--- config.mk ---
export PLATFORM = sky130hd
export DESIGN_NAME = request_queue_mc_flat
export DESIGN_NICKNAME = d
export VERILOG_FILES = /design/src/rtl/request_queue_mc_pkg.sv /design/src/rtl/request_queue_mc_if.sv /design/src/rtl/request_queue_mc_age_cell.sv /design/src/rtl/request_queue_mc.sv /design/src/flat_wrapper.sv
export SDC_FILE = /design/constraint.sdc
export NUM_CORES = 1
export LEC_CHECK = 0
export ABC_AREA = 1
export BUFFER_PORTS_ARGS = -buffer_cell sky130_fd_sc_hd__buf_2
export CAP_MARGIN = 20
export CORE_MARGIN = 1
export CORE_UTILIZATION = 55
export DETAILED_ROUTE_END_ITERATION = 16
export PLACE_DENSITY = 0.75
export SYNTH_ARGS = -nofsm -noshare
export SYNTH_HDL_FRONTEND = slang
export SYNTH_SLANG_ARGS = --single-unit
--- constraint.sdc ---
create_clock -name clk -period 20.7 [get_ports clk]
set_input_delay 6.21 -clock clk [delete_from_list [all_inputs] [get_ports clk]]
set_output_delay 6.21 -clock clk [all_outputs]
set_load 0.01 [all_outputs]
--- src/rtl/request_queue_mc_pkg.sv ---
// Shared constants and helpers for the multi-car request queue.
package lift_req_pkg;

    localparam int CAR_MODE_SET    = 0;
    localparam int CAR_MODE_TOGGLE = 1;

    // Upper bound on floor-vector width accepted by popcount().
    localparam int POP_MAX_W = 64;

    function automatic int cnt_width(input int n_floors);
        return $clog2(n_floors + 1);
    endfunction

    function automatic int unsigned popcount(input logic [POP_MAX_W-1:0] v);
        int unsigned n;
        n = 0;
        for (int i = 0; i < POP_MAX_W; i++) begin
            n = n + 32'(v[i]);
        end
        return n;
    endfunction

endpackage

--- src/rtl/request_queue_mc_if.sv ---
// Button/panel inputs and queue outputs of the request queue.
interface request_queue_mc_if #(
    parameter int N_FLOORS = 12,
    parameter int N_CARS   = 2,
    parameter int CNT_W    = 4
);
    logic [N_FLOORS-1:0]        i_up_rqst;
    logic [N_FLOORS-1:0]        i_dn_rqst;
    logic [N_CARS*N_FLOORS-1:0] i_car_rqst;
    logic [N_CARS*N_FLOORS-1:0] i_car_pos;
    logic [N_CARS-1:0]          i_up_clr;
    logic [N_CARS-1:0]          i_dn_clr;
    logic [N_CARS-1:0]          i_car_clr;
    logic [N_FLOORS-1:0]        o_up_queue;
    logic [N_FLOORS-1:0]        o_dn_queue;
    logic [N_CARS*N_FLOORS-1:0] o_car_queue;
    logic [N_FLOORS-1:0]        o_up_urgent;
    logic [N_FLOORS-1:0]        o_dn_urgent;
    logic [N_CARS*CNT_W-1:0]    o_car_cnt;
    logic                       o_any_pending;

    modport master (
        output i_up_rqst, i_dn_rqst, i_car_rqst, i_car_pos,
        output i_up_clr, i_dn_clr, i_car_clr,
        input  o_up_queue, o_dn_queue, o_car_queue,
        input  o_up_urgent, o_dn_urgent, o_car_cnt, o_any_pending
    );

    modport slave (
        input  i_up_rqst, i_dn_rqst, i_car_rqst, i_car_pos,
        input  i_up_clr, i_dn_clr, i_car_clr,
        output o_up_queue, o_dn_queue, o_car_queue,
        output o_up_urgent, o_dn_urgent, o_car_cnt, o_any_pending
    );
endinterface

--- src/rtl/request_queue_mc_age_cell.sv ---
// One hall-call bit with its saturating age counter and urgent flag.
module req_age_cell #(
    parameter int AGE_W     = 8,
    parameter int AGE_LIMIT = 200
) (
    input  logic clk,
    input  logic reset,
    input  logic set_i,
    input  logic clr_i,
    output logic pend_o,
    output logic urgent_o
);
    localparam logic [AGE_W-1:0] AGE_MAX = '1;
    localparam logic [AGE_W-1:0] LIMIT   = AGE_W'(AGE_LIMIT);

    logic             pend_q, pend_d;
    logic [AGE_W-1:0] age_q, age_d;

    // Clear wins over a coincident press: the car is serving this floor.
    always_comb begin
        pend_d = pend_q;
        if (clr_i)      pend_d = 1'b0;
        else if (set_i) pend_d = 1'b1;
    end

    always_comb begin
        age_d = age_q;
        if (!pend_q || set_i || clr_i) age_d = '0;
        else if (age_q != AGE_MAX)     age_d = age_q + 1'b1;
    end

    always_ff @(posedge clk or posedge reset) begin
        if (reset) begin
            pend_q <= 1'b0;
            age_q  <= '0;
        end else begin
            pend_q <= pend_d;
            age_q  <= age_d;
        end
    end

    assign pend_o   = pend_q;
    assign urgent_o = pend_q && (age_q >= LIMIT);
endmodule

--- src/rtl/request_queue_mc.sv ---
// Multi-car request queue: shared up/down hall calls with ageing, per-car car calls.
module request_queue_mc
    import lift_req_pkg::*;
#(
    parameter int N_FLOORS      = 12,
    parameter int N_CARS        = 2,
    parameter int TOGGLE_CANCEL = 1,
    parameter int AGE_W         = 8,
    parameter int AGE_LIMIT     = 200
) (
    input logic clk,
    input logic reset,
    request_queue_mc_if.slave bus
);
    localparam int CNT_W = cnt_width(N_FLOORS);
    localparam int NB    = N_CARS * N_FLOORS;

    logic [N_FLOORS-1:0] up_prev_q, dn_prev_q;
    logic [NB-1:0]       car_prev_q;
    logic [N_FLOORS-1:0] up_prs, dn_prs;
    logic [NB-1:0]       car_prs;
    logic [N_FLOORS-1:0] up_clr_mask, dn_clr_mask;
    logic [N_FLOORS-1:0] up_q, dn_q, up_urg, dn_urg;
    logic [NB-1:0]       car_q, car_d;
    logic [N_CARS*CNT_W-1:0] cnt_all;

    // Prev samples reset to 0 so a button held through reset counts as a press.
    always_ff @(posedge clk or posedge reset) begin
        if (reset) begin
            up_prev_q  <= '0;
            dn_prev_q  <= '0;
            car_prev_q <= '0;
        end else begin
            up_prev_q  <= bus.i_up_rqst;
            dn_prev_q  <= bus.i_dn_rqst;
            car_prev_q <= bus.i_car_rqst;
        end
    end

    assign up_prs  = bus.i_up_rqst  & ~up_prev_q;
    assign dn_prs  = bus.i_dn_rqst  & ~dn_prev_q;
    assign car_prs = bus.i_car_rqst & ~car_prev_q;

    always_comb begin
        up_clr_mask = '0;
        dn_clr_mask = '0;
        for (int c = 0; c < N_CARS; c++) begin
            up_clr_mask = up_clr_mask |
                ({N_FLOORS{bus.i_up_clr[c]}} & bus.i_car_pos[c*N_FLOORS +: N_FLOORS]);
            dn_clr_mask = dn_clr_mask |
                ({N_FLOORS{bus.i_dn_clr[c]}} & bus.i_car_pos[c*N_FLOORS +: N_FLOORS]);
        end
    end

    for (genvar f = 0; f < N_FLOORS; f++) begin : g_hall
        req_age_cell #(.AGE_W(AGE_W), .AGE_LIMIT(AGE_LIMIT)) u_up (
            .clk      (clk),
            .reset    (reset),
            .set_i    (up_prs[f]),
            .clr_i    (up_clr_mask[f]),
            .pend_o   (up_q[f]),
            .urgent_o (up_urg[f])
        );
        req_age_cell #(.AGE_W(AGE_W), .AGE_LIMIT(AGE_LIMIT)) u_dn (
            .clk      (clk),
            .reset    (reset),
            .set_i    (dn_prs[f]),
            .clr_i    (dn_clr_mask[f]),
            .pend_o   (dn_q[f]),
            .urgent_o (dn_urg[f])
        );
    end

    for (genvar c = 0; c < N_CARS; c++) begin : g_car
        logic [N_FLOORS-1:0] clr;
        assign clr = {N_FLOORS{bus.i_car_clr[c]}} & bus.i_car_pos[c*N_FLOORS +: N_FLOORS];
        if (TOGGLE_CANCEL == CAR_MODE_TOGGLE) begin : g_toggle
            assign car_d[c*N_FLOORS +: N_FLOORS] =
                (car_q[c*N_FLOORS +: N_FLOORS] ^ car_prs[c*N_FLOORS +: N_FLOORS]) & ~clr;
        end else begin : g_set
            assign car_d[c*N_FLOORS +: N_FLOORS] =
                (car_q[c*N_FLOORS +: N_FLOORS] | car_prs[c*N_FLOORS +: N_FLOORS]) & ~clr;
        end
    end

    always_ff @(posedge clk or posedge reset) begin
        if (reset) car_q <= '0;
        else       car_q <= car_d;
    end

    always_comb begin
        logic [POP_MAX_W-1:0] pop_in;
        cnt_all = '0;
        for (int c = 0; c < N_CARS; c++) begin
            pop_in = '0;
            pop_in[N_FLOORS-1:0] = car_q[c*N_FLOORS +: N_FLOORS];
            cnt_all[c*CNT_W +: CNT_W] = CNT_W'(popcount(pop_in));
        end
    end

    assign bus.o_up_queue    = up_q;
    assign bus.o_dn_queue    = dn_q;
    assign bus.o_car_queue   = car_q;
    assign bus.o_up_urgent   = up_urg;
    assign bus.o_dn_urgent   = dn_urg;
    assign bus.o_car_cnt     = cnt_all;
    assign bus.o_any_pending = (|up_q) | (|dn_q) | (|car_q);
endmodule

--- src/flat_wrapper.sv ---
// flat-port wrapper written by rule: the top's interface ports become plain ports
module request_queue_mc_flat import lift_req_pkg::*;
#(
    parameter int N_FLOORS      = 12,
    parameter int N_CARS        = 2,
    parameter int TOGGLE_CANCEL = 1,
    parameter int AGE_W         = 8,
    parameter int AGE_LIMIT     = 200
)
  (clk, reset, bus_i_up_rqst, bus_i_dn_rqst, bus_i_car_rqst, bus_i_car_pos, bus_i_up_clr, bus_i_dn_clr, bus_i_car_clr, bus_o_up_queue, bus_o_dn_queue, bus_o_car_queue, bus_o_up_urgent, bus_o_dn_urgent, bus_o_car_cnt, bus_o_any_pending);
  request_queue_mc_if #(.N_FLOORS(N_FLOORS), .N_CARS(N_CARS), .CNT_W((4))) bus_i ();
  input logic clk;
  input logic reset;
  input wire logic [$bits(bus_i.i_up_rqst)-1:0] bus_i_up_rqst;
  input wire logic [$bits(bus_i.i_dn_rqst)-1:0] bus_i_dn_rqst;
  input wire logic [$bits(bus_i.i_car_rqst)-1:0] bus_i_car_rqst;
  input wire logic [$bits(bus_i.i_car_pos)-1:0] bus_i_car_pos;
  input wire logic [$bits(bus_i.i_up_clr)-1:0] bus_i_up_clr;
  input wire logic [$bits(bus_i.i_dn_clr)-1:0] bus_i_dn_clr;
  input wire logic [$bits(bus_i.i_car_clr)-1:0] bus_i_car_clr;
  output wire logic [$bits(bus_i.o_up_queue)-1:0] bus_o_up_queue;
  output wire logic [$bits(bus_i.o_dn_queue)-1:0] bus_o_dn_queue;
  output wire logic [$bits(bus_i.o_car_queue)-1:0] bus_o_car_queue;
  output wire logic [$bits(bus_i.o_up_urgent)-1:0] bus_o_up_urgent;
  output wire logic [$bits(bus_i.o_dn_urgent)-1:0] bus_o_dn_urgent;
  output wire logic [$bits(bus_i.o_car_cnt)-1:0] bus_o_car_cnt;
  output wire logic [$bits(bus_i.o_any_pending)-1:0] bus_o_any_pending;
  assign bus_i.i_up_rqst = bus_i_up_rqst;
  assign bus_i.i_dn_rqst = bus_i_dn_rqst;
  assign bus_i.i_car_rqst = bus_i_car_rqst;
  assign bus_i.i_car_pos = bus_i_car_pos;
  assign bus_i.i_up_clr = bus_i_up_clr;
  assign bus_i.i_dn_clr = bus_i_dn_clr;
  assign bus_i.i_car_clr = bus_i_car_clr;
  assign bus_o_up_queue = bus_i.o_up_queue;
  assign bus_o_dn_queue = bus_i.o_dn_queue;
  assign bus_o_car_queue = bus_i.o_car_queue;
  assign bus_o_up_urgent = bus_i.o_up_urgent;
  assign bus_o_dn_urgent = bus_i.o_dn_urgent;
  assign bus_o_car_cnt = bus_i.o_car_cnt;
  assign bus_o_any_pending = bus_i.o_any_pending;
  request_queue_mc #(.N_FLOORS(N_FLOORS), .N_CARS(N_CARS), .TOGGLE_CANCEL(TOGGLE_CANCEL), .AGE_W(AGE_W), .AGE_LIMIT(AGE_LIMIT)) u_core (.clk(clk), .reset(reset), .bus(bus_i));
endmodule
[After elaboration in Yosys (flattened, before gate mapping)]
Index checks and enable logic that the tools add are counted.
Storage, ports and cells
  flip-flop bits (word level): 288
  latch bits: 0
  memory bits (writable): 0
  memory bits (read-only): 0
  input port bits: 80
  output and inout port bits: 81
  word-level logic and storage cells: 411
  memories: 0
Cells by class
  add/subtract/negate cells: 46
  $mul: 0
  divide/modulo/power cells: 0
  magnitude comparators: 24
  equality and inequality tests: 24
  shift operators: 0
  mux-type cells: 96
  bitwise gates (word level): 22
  reduce and logical (&&, ||, !) cells: 147
Operators by type and width (count)
  two-way mux 8 bit: 48
  adder 8 x 1 -> 8 bit (second input constant): 24
  greater-or-equal comparator 8 bit (second input constant): 24
  inequality test 8 bit (second input constant): 24
  AND 12 bit: 10
  nonzero test 2 bit: 48
  adder 4 x 1 -> 4 bit: 20
  logical OR 1 bit: 48
  two-way mux 1 bit: 48
  NOT 12 bit: 4
  AND 24 bit: 1
  logical AND 1 bit: 24
  logical NOT 1 bit: 24
  NOT 24 bit: 1
  bitwise OR 12 bit: 2
  OR reduction 12 bit: 2
  OR reduction 24 bit: 1
  bitwise XOR 12 bit: 2
  adder 1 x 1 -> 2 bit: 2
  bitwise OR 1 bit: 2

[Longest topological paths before layout]
Gate-level depths: netlist of run 1.
  word-level depth: 11
  mapped depth: 12
  gate-level depth less buffers: 12

[Cells and area by module]
A second synthesis of run 1 with hierarchy kept.
Unflattened totals
  cells, all modules: 2005
  area, all modules: 16667.2 um^2
By module, submodules not included
  req_age_cell: instances 24, cells each 67, area an instance 548.0 um^2, seq. area each 225.2 um^2
  request_queue_mc: instances 1, cells each 397, area an instance 3514.6 um^2, seq. area each 1801.7 um^2

[Worst setup path before layout of run 1]
OpenSTA, ideal clock, no wires.
  path type: flip-flop to output port
  from: register u_core.car_q[0] (netlist: u_core.bus.o_car_queue[0])
  to: output bus_o_car_cnt[2]
  arrival: 3244 ps
  required time: 14490 ps
  slack: 11246 ps
  cell stages (with the launch flop): 11
  buffers on the path: 0
  cells stage by stage: dfrtp_1 > inv_1 > ha_1 > inv_1 > fa_1 > fa_1 > fa_1 > inv_1 > fa_1 > fa_1 > xor2_1
Between the ends
  longest elaborated chain between the ends: 11
RTL lines
  start: declaration: line request_queue_mc.sv:24  | logic [NB-1:0] car_q, car_d;
  start signal: assignment: line request_queue_mc.sv:88  | else car_q <= car_d;
  adder 1 x 1 -> 2 bit: line request_queue_mc_pkg.sv:18  | n = n + 32'(v[i]);
  adder 4 x 1 -> 4 bit (10 in a row): line request_queue_mc_pkg.sv:18
  end: declaration: line flat_wrapper.sv:26  | output wire logic [$bits(bus_i.o_car_cnt)-1:0] bus_o_car_cnt;
Every way passes these cells.

[Worst setup path after layout of run 1]
Ends and elaborated chain as after synthesis.

==> summary by stage, run 1 <==
CTS
The H-tree level count is 1. Buffers added to address setup during post-CTS repair amount to 0. The clock passes through at most 3 buffers. After clock tree synthesis, the repair step resized 0 gates.

The TritonCTS clock tree is built. The clock reaches the later pin of the worst-skew pair after 550 ps. The number of CTS-inserted buffers is 31. CTS placed an instance of sky130_fd_sc_hd__clkbuf_16 at the clock tree root. The total clock sinks is 288. Buffers inserted to repair hold after CTS numbered 0. After clock tree synthesis, the clock-pin slew on the worst setup and hold paths is 60 ps.

Setup path
The worst register-to-register path begins at u_core.g_hall[10].u_dn.age_q[0]. The data arrival time at the worst-slack endpoint is 3950 ps. The kind of end point of the critical path is an output port.

The setup slack of the worst register-to-register path is 19,250 ps. At the worst endpoint, the required time is 14,490 ps. The logic depth of the worst register-to-register path is 7. The startpoint type of the worst setup path is a register. In this run the worst path has a maximum fanout of 3. The critical path is of the reg2out type. The worst register-to-register path ends at u_core.g_hall[10].u_dn.age_q[4].

Yosys
By area the synthesized netlist is led by sky130_fd_sc_hd__dfrtp_1 (44%), sky130_fd_sc_hd__nand2_1 (14%), sky130_fd_sc_hd__nand3_1 (7.3%). The number of cells produced by synthesis is 2,081. After synthesis, the share of flip-flops with an asynchronous set or reset is 100.0%.

The most repeated cell in the gate-level netlist after synthesis is sky130_fd_sc_hd__nand2_1. The number of flip-flops and latches in the synthesized netlist is 288. After synthesis the cells add up to 16,200 um^2.

The share of the synthesized area in the top cell type is 44.48%. sky130_fd_sc_hd__dfrtp_1 takes more of the synthesized area than any other cell. For this run, the register share of the synthesized area comes to 44.48%. Yosys printed 0 warnings. The primary flip-flop cell chosen by synthesis mapping is sky130_fd_sc_hd__dfrtp_1. The synthesized netlist contains 28 unique library cells.

The number of nets in the synthesized netlist is 2,233. In this run, synthesis inferred 0 flip-flops with an integrated enable. Counting instances in the post-synthesis netlist gives the leading cell types as sky130_fd_sc_hd__nand2_1 (586), sky130_fd_sc_hd__inv_1 (296), sky130_fd_sc_hd__dfrtp_1 (288), sky130_fd_sc_hd__nand3_1 (237), sky130_fd_sc_hd__nor2_1 (169).

A synthesized cell averages 7.786 um^2.

Global route
The initial antenna violation count is 14. The number of global-route vias before repair came to 12,760. The total congestion overflow is 0. The all-layer global routing usage is 24.80%. The first global-routing pass estimated 60,930 um of wire.

Entering global routing, the biggest net connects 151 pins.

Placed design
The count of input and output buffers is 160. The congestion estimate from routability-driven global placement came to 0.8845. The half-perimeter wire length of the detailed placement result is 27,170 um. OpenSTA, run right after detailed placement, puts the worst setup slack at 11,100 ps.

Drt
The pre-antenna-repair detailed-routing pass consisted of 5 iterations. Wires add up to 36,550 um. In the routed layout, each cell is associated on average with a via count of 5.079. In this run, the number of DRC markers left after iteration 0 of detailed routing was 1,007. The vias after detailed routing is 13,330. After detailed routing, the number of remaining DRC violations is 0. In this run the remaining antenna-violating nets after routing total 0. Dividing the detail-routed wire length by the instance count gives 13.92 um.

Worst hold path
The path class of the tightest hold or removal check is reg2reg. The worst-case hold path end point is u_core.g_hall[1].u_up.pend_o. The number of instances on the worst hold path is 3.

The startpoint identified for the worst hold timing path is u_core.up_prev_q[1].

Final layout
The utilization after layout is 62.62%. The fraction of final layout cells sized beyond drive strength 1 is 13.97%. The growth of design area from synthesis to finish is 11.53%.

The number of nets in the final layout is 2,362. Counting the fill cells in the layout gives 2,535.

STA
Setup repair after global routing left no endpoint under its margin. The total negative setup slack is 0 ps. Headroom to the max-slew limit came out at 35.94%. The measured slew at the worst slew-check pin is 961.0 ps. The count of endpoints failing hold in the final timing report is 0. The setup clock skew after layout is 9.702 ps. The worst path meets setup with 10,540 ps of slack. The count of pins over their slew limit came to 0. Timing would allow up to 98.46 MHz. Counting I/O delays and the setup requirement, the final critical path takes 10,160 ps. In the finished design, the share of the clock period the worst path needs comes to 49.06%. The total of endpoints with negative setup slack in the final report is 0.

Floorplanning
The number of rows created at floorplan is 62. The effective utilization at floorplan is 56.15%. The die area is 30,150 um^2.

The placeable core region is 28,860 um^2. The count of boundary I/O pins is 161. The die is 173.6 um wide.

The die boundary height is 173.6 um.

Power
IR analysis of the VDD net gives a maximum drop of 0.06451 mV. In this run the power density over the cells is 77.59 nW/um^2. For this design the static power due to leakage is 9.604 nW.

Flow run
The number of max-capacitance violations reported is 0.

Run status
The flow ran to the end, and the final reports show no timing, DRC or antenna violations.
[worst max-delay path, stage by stage, from the launching register on]
cell	delay, ps
sky130_fd_sc_hd__dfrtp_1	370
sky130_fd_sc_hd__inv_1	80
sky130_fd_sc_hd__ha_1	290
sky130_fd_sc_hd__inv_1	70
sky130_fd_sc_hd__fa_1	450
sky130_fd_sc_hd__fa_1	480
sky130_fd_sc_hd__fa_1	490
sky130_fd_sc_hd__inv_1	50
sky130_fd_sc_hd__fa_1	410
sky130_fd_sc_hd__fa_1	390
sky130_fd_sc_hd__xor2_1	160
sky130_fd_sc_hd__buf_2	140
[cell families after synthesis]
kind of cell | Yosys count | share of synthesized area [%]
compound gates | 132 | 4.340
xor+xnor | 48 | 2.595
fa+ha+maj | 72 | 6.209
buf+inv | 373 | 10.15
flops | 288 | 44.48
simple gates | 1168 | 32.22
[final cells by class]
cell class,count,area [um^2],area share [%]
clock inverters,11,110.1,0.6093
repair buffers,161,820.8,4.542
diodes,8,20.02,0.1108
multi-input cells,1420,7351,40.68
clock buffers,45,918.4,5.082
inverters,308,1164,6.439
well taps,384,480.5,2.659
flip-flops and latches,288,7207,39.88
[where the power goes]
group          internal, W  leakage [nW]  switching (W)
Combinational    0.0000893          5.25       0.000153
Clock             0.000330         0.509       0.000227
Sequential        0.000583          3.84      0.0000192
Total              0.00100          9.60       0.000399
[cells in the final DEF (no fill, tap or decap), types with 32 or more instances in the layout]
master and n:
sky130_fd_sc_hd__buf_2 160, sky130_fd_sc_hd__inv_1 295, sky130_fd_sc_hd__nor2_1 169, sky130_fd_sc_hd__ha_1 58
sky130_fd_sc_hd__dfrtp_1 288, sky130_fd_sc_hd__nand2_1 586, sky130_fd_sc_hd__nor3_1 79, sky130_fd_sc_hd__nand2_2 36
sky130_fd_sc_hd__nand3_1 237, sky130_fd_sc_hd__a21oi_1 55, sky130_fd_sc_hd__o21ai_1 32, sky130_fd_sc_hd__xor2_1 45
[worst max-delay path by stage]
stage	startpoint	endpoint	slack (ps)	depth (start not counted)
finish	u_core.bus.o_car_queue[0]	bus_o_car_cnt[2]	10540	11
global route	u_core.bus.o_car_queue[13]	bus_o_car_cnt[5]	10400	12
CTS	u_core.bus.o_car_queue[0]	bus_o_car_cnt[2]	10510	11
detailed placement	u_core.bus.o_car_queue[0]	bus_o_car_cnt[2]	11100	11
global placement	u_core.bus.o_car_queue[0]	bus_o_car_cnt[2]	11180	11
floorplan	reset	u_core.bus.o_car_queue[0]	6540	1
[routing by layer]
metal / routed length, um / part of all wire [%] / GRT usage (%) / up-vias
met4: 1207 / 3.3 / 9.028 / 10
met3: 2865 / 7.8 / 6.842 / 87
li1: - / - / - / 6702
met5: 64 / 0.18 / 0 / -
met2: 16600 / 45 / 39.81 / 324
met1: 15820 / 43 / 32.17 / 6210
[sequential cells by signal, summed over array words and instances (netlist names)]
name	count
u_core.dn_prev_q	12
u_core.g_hall.u_up.pend_o	12
u_core.bus.o_car_queue	24
u_core.g_hall.u_up.age_q	96
u_core.up_prev_q	12
u_core.g_hall.u_dn.age_q	96
u_core.g_hall.u_dn.pend_o	12
u_core.car_prev_q	24
[per-stage QoR]
| step | area, um^2 | total power [W] | hold WS [ps] | std cells |
|---|---|---|---|---|
| 2_1_floorplan | 16200 | 0.0007714 | 482.8 | 2081 |
| 3_3_place_gp | 17020 | 0.0008498 | 495.4 | 2561 |
| 3_5_place_dp | 17020 | 0.0008581 | 499.7 | 2561 |
| 4_1_cts | 18050 | 0.001416 | 506.6 | 2617 |
| 5_1_grt | 18060 | 0.001471 | 547.3 | 2620 |
| 6_report | 18070 | 0.001402 | 509.9 | 2625 |
No activity file was read; power rests on OpenSTA's default activity.
==> run 2: changes to the inputs <==
==> constraint.sdc (replaced) <==
create_clock -name clk -period 9.39 [get_ports clk]
set_input_delay 2.817 -clock clk [delete_from_list [all_inputs] [get_ports clk]]
set_output_delay 2.817 -clock clk [all_outputs]
set_load 0.01 [all_outputs]
==> run 2 against run 1 <==
Effect of this change: register-to-register slack lost 11000 ps; cell area rose by 0.93%; non-clock buffer count rose by 2; sequential power is 120% higher; sequential share of layout area down 0.37 points; critical path depth increased by 1; clock-buffer cell count is 4 higher; global-route usage increased by 0.40 points; utilization increased by 0.58 points; sequential cell count stayed put; largest cell class unchanged.
==> summary by stage, run 2 (same netlist as run 1, synthesis figures left out) <==
Run status
The flow ran to the end, and the final reports show no timing, DRC or antenna violations.

Final layout
The most common library cell in the layout ignoring fill and taps is sky130_fd_sc_hd__nand2_1. Measured on the finished design, the core utilization comes to 63.20%. The largest registers in the layout are u_core.g_hall.u_dn.age_q x96, u_core.g_hall.u_up.age_q x96.

The growth of design area from synthesis to finish is 12.56%. The fraction of final layout cells sized beyond drive strength 1 is 14.12%. Leaving out fill and tap cells, the most frequent cells in the layout are sky130_fd_sc_hd__nand2_1 (586), sky130_fd_sc_hd__inv_1 (295), sky130_fd_sc_hd__dfrtp_1 (288).

The fill cell instance count of the final layout is 2,520. For this run, the post-layout net count is 2,367.

STA
The worst path uses 72.46% of the clock period. The total of endpoints with negative setup slack in the final report is 0. The count of pins over their slew limit was 0.

For the final database, setup skew stands at 15.29 ps. Setup repair after global routing left no endpoint under its margin. Measured against its own limit, the worst slew margin works out to 29.74%.

For the pin with the worst max-slew slack, the measured transition is 1054 ps. For the final routed database, the setup TNS stands at 0 ps. The routed design could run at a clock period as short as 6804 ps.

The maximum clock frequency is 147.0 MHz. The count of endpoints failing hold in the final timing report was 0.

Floorplanning
The die is 173.6 um wide. After floorplanning, the core was divided into 62 placement rows. The core region is 28,860 um^2. The die boundary height is 173.6 um. The die area is 30,150 um^2. The initial utilization of the core area, before any placement, comes to 56.15%. 161 I/O pins were placed.

Setup path
The slowest cell on the critical path is sky130_fd_sc_hd__fa_1. The worst setup path is launched from a register. STA classifies the critical path endpoint as an output port.

Across all register-to-register paths, the minimum setup slack is 7970 ps. The data arrival time at the worst-slack endpoint is 3990 ps. The highest fanout seen on the critical path is 3. The critical path is of the reg2out type. Measured in cells, the most critical reg-to-reg path has a length of 4. Counting both buffers and inverters, the worst setup path holds a total of 6.

The kind of cell with the highest combined delay on the critical path is adder cells. The signal on the critical path passes through inv_1 > ha_1 > inv_1 > fa_1 > fa_1 > fa_1 > inv_1 > fa_1 > inv_1 > fa_1 > inv_1 > buf_2. The critical path required time is 6570 ps. The destination of the worst register-to-register timing path is u_core.g_hall[2].u_dn.age_q[7]. The worst reg2reg path startpoint is u_core.g_hall[2].u_dn.pend_o. The largest single stage delay on the critical path is 520 ps.

Power
Summed over all cells, the static leakage comes to 9.678 nW. The ratio of total power to cell area is 179.7 nW/um^2. IR analysis of the VDD net gives a maximum drop of 0.1361 mV.

Global route
The all-layer global routing usage is 25.20%. Entering global routing, the biggest net connects 188 pins. The initial antenna violation count was 8. The total congestion overflow is 0. The number of global-route vias before repair is 12,790. The first global-routing pass estimated 61,770 um of wire.

Drt
The initial detailed-routing violation count is 793. The length of the first detailed-routing pass in iterations is 7. The aggregate routed wire length is 36,900 um. The detail route stage leaves a number of antenna-violating nets equal to 0. After detailed routing, the average wire length per cell comes to 14.04 um. The number of remaining DRC errors is 0. The per-cell via count in the routed design is 5.099. The vias after detailed routing is 13,400.

CTS
The buffer type at the clock tree root is sky130_fd_sc_hd__clkbuf_16. The number of CTS-inserted buffers is 34. The clock latency on the worst-skew pair is 510 ps.

Gates resized during post-CTS repair numbered 0. Clock-pin slew was measured on the worst setup and hold paths at 60 ps. TritonCTS built the clock tree. The post-CTS setup buffer count is 0. Clock tree synthesis found a total of 288 sinks. The number of buffers inserted for hold repair after clock tree synthesis is 0. The H-tree level count is 2. In this run the deepest clock path goes through 3 buffers.

Worst hold path
The worst hold path belongs to the class reg2reg. The number of instances on the worst hold path is 3. The path with the worst hold slack has its endpoint at u_core.bus.o_car_queue[19]. The hold path startpoint is u_core.car_prev_q[19].

Flow run
Max-cap violations in this run came to 0.

Placed design
The final estimated routing congestion in global placement is 0.8745. The count of buffers added on input and output ports is 160. The HPWL after detailed placement is 27,380 um.
[run 2: worst max path at each step]
stage,from,endpoint,slack (ps),cells past startpoint
5_1_grt,u_core.bus.o_car_queue[12],bus_o_car_cnt[5],2470,12
3_5_place_dp,u_core.bus.o_car_queue[12],bus_o_car_cnt[5],3180,12
3_3_place_gp,u_core.bus.o_car_queue[12],bus_o_car_cnt[5],3250,12
6_report,u_core.bus.o_car_queue[12],bus_o_car_cnt[5],2590,12
4_1_cts,u_core.bus.o_car_queue[12],bus_o_car_cnt[5],2600,12
2_1_floorplan,reset,u_core.bus.o_car_queue[0],2750,1
[run 2: where the power goes]
part           internal [W]  switching (W)
sequential          0.00129      0.0000442
combinational      0.000198       0.000357
clock              0.000873       0.000520
[run 2: worst reg2reg max path, delay by kind of cell (launching register included)]
kind / cells / cell delay, ps
AND/OR/NAND/NOR: 4 / 940
flip-flops: 1 / 410
[run 2: metrics by stage]
step	instances	hold WS, ps	total power [W]	worst slack [ps]	instance area, um^2
2_1_floorplan	2081	482.8	0.001701	2754	16210
6_report	2628	504.9	0.003278	2586	18240
3_3_place_gp	2563	496.1	0.001886	3255	17030
3_5_place_dp	2563	499.8	0.001907	3177	17030
4_1_cts	2622	510.0	0.003311	2602	18220
5_1_grt	2625	535.0	0.003421	2472	18230
[run 2: layer usage]
metal	vias to the layer above	part of all wire, %	GRT usage, %	wire length, um
met5	-	0.13	0	48
met4	8	3.4	9.211	1265
met3	85	6.3	5.833	2339
met2	313	45	40.09	16730
met1	6290	45	33.71	16510
li1	6703	-	-	-
[run 2: area by class of cell]
| class | instances | area (um^2) | share of cell area, % |
|---|---|---|---|
| multi-input combinational | 1420 | 7351 | 40.30 |
| sequential | 288 | 7207 | 39.51 |
| inverter | 308 | 1160 | 6.359 |
| clock buffer | 49 | 1031 | 5.653 |
| timing repair buffer | 163 | 835.8 | 4.583 |
| tap | 384 | 480.5 | 2.634 |
| clock inverter | 10 | 158.9 | 0.8712 |
| antenna | 6 | 15.01 | 0.08232 |
